==> config.mk <==
export PLATFORM = sky130hd
export DESIGN_NAME = bus_slave
export DESIGN_NICKNAME = d
export VERILOG_FILES = /design/src/rtl/bus_slave.sv
export SDC_FILE = /design/constraint.sdc
export NUM_CORES = 1
export LEC_CHECK = 0
export ABC_AREA = 1
export CAP_MARGIN = 40
export CORE_MARGIN = 5
export CORE_UTILIZATION = 32
export CTS_CLUSTER_DIAMETER = 120
export CTS_CLUSTER_SIZE = 16
export DETAILED_ROUTE_END_ITERATION = 10
export SKIP_LAST_GASP = 1
export SYNTH_ARGS = -nofsm -noshare
export SYNTH_HDL_FRONTEND = slang
export SYNTH_SLANG_ARGS = --single-unit
==> constraint.sdc <==
create_clock -name clk -period 11.6 [get_ports clk]
set_clock_uncertainty 0.15 [all_clocks]
set_input_delay 2.32 -clock clk [delete_from_list [all_inputs] [get_ports clk]]
set_output_delay 2.32 -clock clk [all_outputs]
set_load 0.02 [all_outputs]
==> src/rtl/bus_slave.sv <==
// Wait-stated 32 x 8-bit register slave on a select/request/ready bus.
// A transfer is captured in IDLE, waits WAIT_CYC cycles, then completes with a one-cycle S_ready.
module bus_slave #(
  parameter int WAIT_CYC = 2
) (
  input  logic       clk,
  input  logic       reset,
  input  logic       S_sel,
  input  logic       S_req,
  input  logic       S_wr,
  input  logic [4:0] S_addr,
  input  logic [7:0] S_din,
  output logic [7:0] S_dout,
  output logic       S_ready,
  output logic       S_busy,
  output logic [1:0] dbg_state
);

  // Handshake: a transfer is accepted on a rising edge in IDLE with S_sel && S_req;
  // S_wr/S_addr/S_din are taken on that edge, everything on the bus is ignored until
  // S_ready has pulsed for one cycle, and the next acceptance is the first IDLE edge after it.
  typedef enum logic [1:0] {
    ST_IDLE = 2'd0,
    ST_WAIT = 2'd1,
    ST_ACK  = 2'd2
  } state_t;

  localparam logic [3:0] CNT_INIT = (WAIT_CYC > 0) ? 4'(WAIT_CYC - 1) : 4'd0;

  state_t      state, state_nx;
  logic [3:0]  cnt, cnt_nx;
  logic        accept;
  logic        enter_ack;
  logic        cap_wr;
  logic [4:0]  cap_addr;
  logic [7:0]  cap_din;
  logic        xfer_wr;
  logic [4:0]  xfer_addr;
  logic [7:0]  xfer_din;
  logic [7:0]  mem [32];

  always_comb begin
    state_nx = state;
    cnt_nx   = cnt;
    accept   = 1'b0;
    case (state)
      ST_IDLE: begin
        if (S_sel && S_req) begin
          accept = 1'b1;
          if (WAIT_CYC > 0) begin
            state_nx = ST_WAIT;
            cnt_nx   = CNT_INIT;
          end else begin
            state_nx = ST_ACK;
          end
        end
      end
      ST_WAIT: begin
        if (cnt == 4'd0) state_nx = ST_ACK;
        else             cnt_nx   = cnt - 4'd1;
      end
      ST_ACK:  state_nx = ST_IDLE;
      default: state_nx = ST_IDLE;
    endcase
  end

  // With zero wait states ACK is entered on the accepting edge, so the live bus is used.
  always_comb begin
    enter_ack = (state_nx == ST_ACK);
    xfer_wr   = (state == ST_IDLE) ? S_wr   : cap_wr;
    xfer_addr = (state == ST_IDLE) ? S_addr : cap_addr;
    xfer_din  = (state == ST_IDLE) ? S_din  : cap_din;
  end

  always_ff @(posedge clk or posedge reset) begin
    if (reset) begin
      state    <= ST_IDLE;
      cnt      <= 4'd0;
      S_ready  <= 1'b0;
      S_dout   <= 8'h00;
      cap_wr   <= 1'b0;
      cap_addr <= 5'd0;
      cap_din  <= 8'h00;
      for (int i = 0; i < 32; i++) mem[i] <= 8'h00;
    end else begin
      state   <= state_nx;
      cnt     <= cnt_nx;
      S_ready <= enter_ack;
      if (accept) begin
        cap_wr   <= S_wr;
        cap_addr <= S_addr;
        cap_din  <= S_din;
      end
      if (enter_ack) begin
        if (xfer_wr) mem[xfer_addr] <= xfer_din;
        else         S_dout         <= mem[xfer_addr];
      end
    end
  end

  assign S_busy    = (state != ST_IDLE);
  assign dbg_state = state;

endmodule

==> results.toml <==
[yosys]
yosys-top-cells-area = "dfrtp_1 51%, nand2_1 23%, o21ai_1 6.7%, nand3_1 4.8%, o21ai_0 2.7%"
yosysSeqAreaShare = 0.511
synth_async_sr_flop_share = 1.00
yosysUniqueCellTypes = 26
yosysMostFrequentCell = "nand2_1"
synth_top_area_frac = 0.511
synth_area_um2 = 13900
synth_top_cells_by_count = "838 x nand2_1, 285 x dfrtp_1, 187 x o21ai_1, 134 x nand3_1, 75 x o21ai_0"
ys.flop_type = "dfrtp_1"
synth_area_per_cell_um2 = 7.76
syn_inst = 1798
synth_edf_count = 0
ys_seq_elements = 285
synth.largest_area_cell = "dfrtp_1"
yosys_warnings = 0
syn_nets = 1818

[die]
initial_utilization = 0.324
die_y_um = 219
io_pins = 30
row_count = 76
die_area_um2 = 47900
core_um2 = 43100
die_x_um = 219

[detailed_routing]
firstDrtPassIters = 5
drt-initial-drc-count = 1069
routed-via-count = 11465
vias_per_cell = 4.90
drc = 0
routedWlPerCell_um = 16.3
drtAntennaViolNets = 0
wirelength_um = 38100

[grt]
grt_overflow = 0
grt_pass1_vias = 11123
antenna_found_initial = 0
track_usage = 0.160
grt_pass1_wl_um = 61900
grt_max_degree = 173

[sta]
fin_crit_sh = 0.463
fmax_ghz = 0.186
worstMarginPinSlew_ns = 0.998
setup_tns_ns = 0
fin_crit_ns = 5.37
hold_violations = 0
max-slew-margin-rel = 0.335
setup_viol = 0
rsz0062_at_grt = "false"
slew_violations = 0
fin_hold_ws_ns = 0.336

[layout]
fillers = 4504
multiInputGateArea_um2 = 6130
finalNonFillerCells = 2342
design_area_um2 = 15300
fin_util = 0.355
layout-drive-gt1-share = 0.0871
fin_nets = 1778
register_area_um2 = 7130
num_antenna_cells = 0
synthToLayoutAreaGrowth_pct = 9.50

[hold_path]
hold_depth = 2
min_path_type = "register to register"

[critical_path]
r2r_cells = 11
worst_setup_path_start_kind = "primary input"
end_kind = "register"
cp.arrival_ns = 5.60
critPathKind = "primary input to register"
path_max_fanout = 71
cp.required_ns = 11.83

[clock_tree]
clk_pin_slew_worst_paths_ns = 0.07
cts_tree = "done"
cts_hold_buf = 0
cts_made_buffers = 21
clock_sinks = 285
postCtsSetupBuffers = 0
clk_latency_ns = 0.51
htree_levels = 1
clk_path_buf_depth = 3
cts_resized = 0
cts.root.buffer_cell = "clkbuf_16"

[pwr]
power.leakage_nw = 7.68
p_sw_mw = 1.88
powerDensity_nw_per_um2 = 268
cell_internal_pwr_mw = 2.22
power.share.switching = 0.459
p_comb_frac = 0.451
irDropWorstVdd_mv = 0.245
seq_power_share = 0.387
p_clk_frac = 0.162

[placed_design]
io_buffers = 29
globalplace.congestion = 0.833
dp_hpwl_um = 22700
place_area_um2 = 14700
dp_cells = 2320

[run]
maxCapViolCount = 0

[status]
outcome = "complete, no violations"
## worst max-delay path, cell delays in order
cell,delay [ns]
clkdlybuf4s50_1,0.49
inv_1,0.06
nand2_2,0.06
buf_4,0.69
nand2_2,0.08
buf_4,0.30
buf_16,0.27
nor3_4,0.68
nand2_2,0.38
nand2_1,0.15
o21ai_1,0.08
## state kept, by name, indices dropped and copies added (netlist names)
name / flops
S_ready: 1
cap_addr: 5
mem: 256
S_dout: 8
cap_din: 8
dbg_state: 2
cap_wr: 1
cnt: 4
## metal layers
| metal | GRT usage | wire length, um | vias to the layer above |
|---|---|---|---|
| li1 | - | - | 5654 |
| met1 | 0.239 | 18600 | 5431 |
| met2 | 0.250 | 16700 | 326 |
| met3 | 0.0177 | 1930 | 54 |
| met4 | 0.0373 | 884 | 0 |
| met5 | 0 | 0 | - |
## layout by cell type, fill, tap and decap left out, types with 21 or more instances in the layout
cell type	netlist	layout
nand2_1	838	838
clkdlybuf4s50_1	0	29
clkbuf_16	0	21
buf_4	3	23
nand3_1	134	134
o21ai_2	27	28
dfrtp_1	285	285
o21ai_0	75	67
inv_1	36	35
o21ai_1	187	187
## cell type report
cell class	count	area share
Sequential cell	285	0.467
Clock inverter	1	0.000328
Inverter	41	0.0106
Multi-Input combinational cell	1349	0.401
Tap cell	585	0.0479
Clock buffer	21	0.0344
Timing Repair Buffer	60	0.0387
## power groups by stage
stage	clock network, mW	logic (mW)	registers (mW)
after floorplan	0	1.23	1.57
after detailed placement	0	1.85	1.60
after CTS	0.681	1.85	1.59
after global placement	0	1.78	1.59
after global routing	0.718	2.05	1.63
final	0.663	1.85	1.59
## logic make-up after synthesis
| logic type | count (synthesis) | synth area share |
|---|---|---|
| AO/OA/AOI/OAI | 295 | 0.114 |
| XOR/XNOR | 1 | 0.000628 |
| adder cells (fa/ha/maj) | 2 | 0.00179 |
| buffers and inverters | 164 | 0.0579 |
| flip-flops | 285 | 0.511 |
| AND/OR/NAND/NOR | 1051 | 0.314 |
## worst paths after layout
check / start / endpoint / slack, ns
max in group asynchronous: reset / mem[181] / 7.70
hold / removal: mem[179] / mem[179] / 0.34
hold reg to reg: mem[179] / mem[179] / 0.34
min in group asynchronous: reset / mem[125] / 2.17
setup reg to reg: dbg_state[1] / mem[123] / 7.75
setup / recovery: S_addr[0] / mem[50] / 6.23
## stage by stage
| stage | setup slack [ns] | power [mW] |
|---|---|---|
| global placement | 5.62 | 3.37 |
| detailed placement | 5.72 | 3.45 |
| global route | 6.00 | 4.40 |
| CTS | 6.26 | 4.12 |
| finish | 6.23 | 4.10 |
| floorplan | 1.27 | 2.80 |
Note: power is estimated with default switching activity, not from simulation.
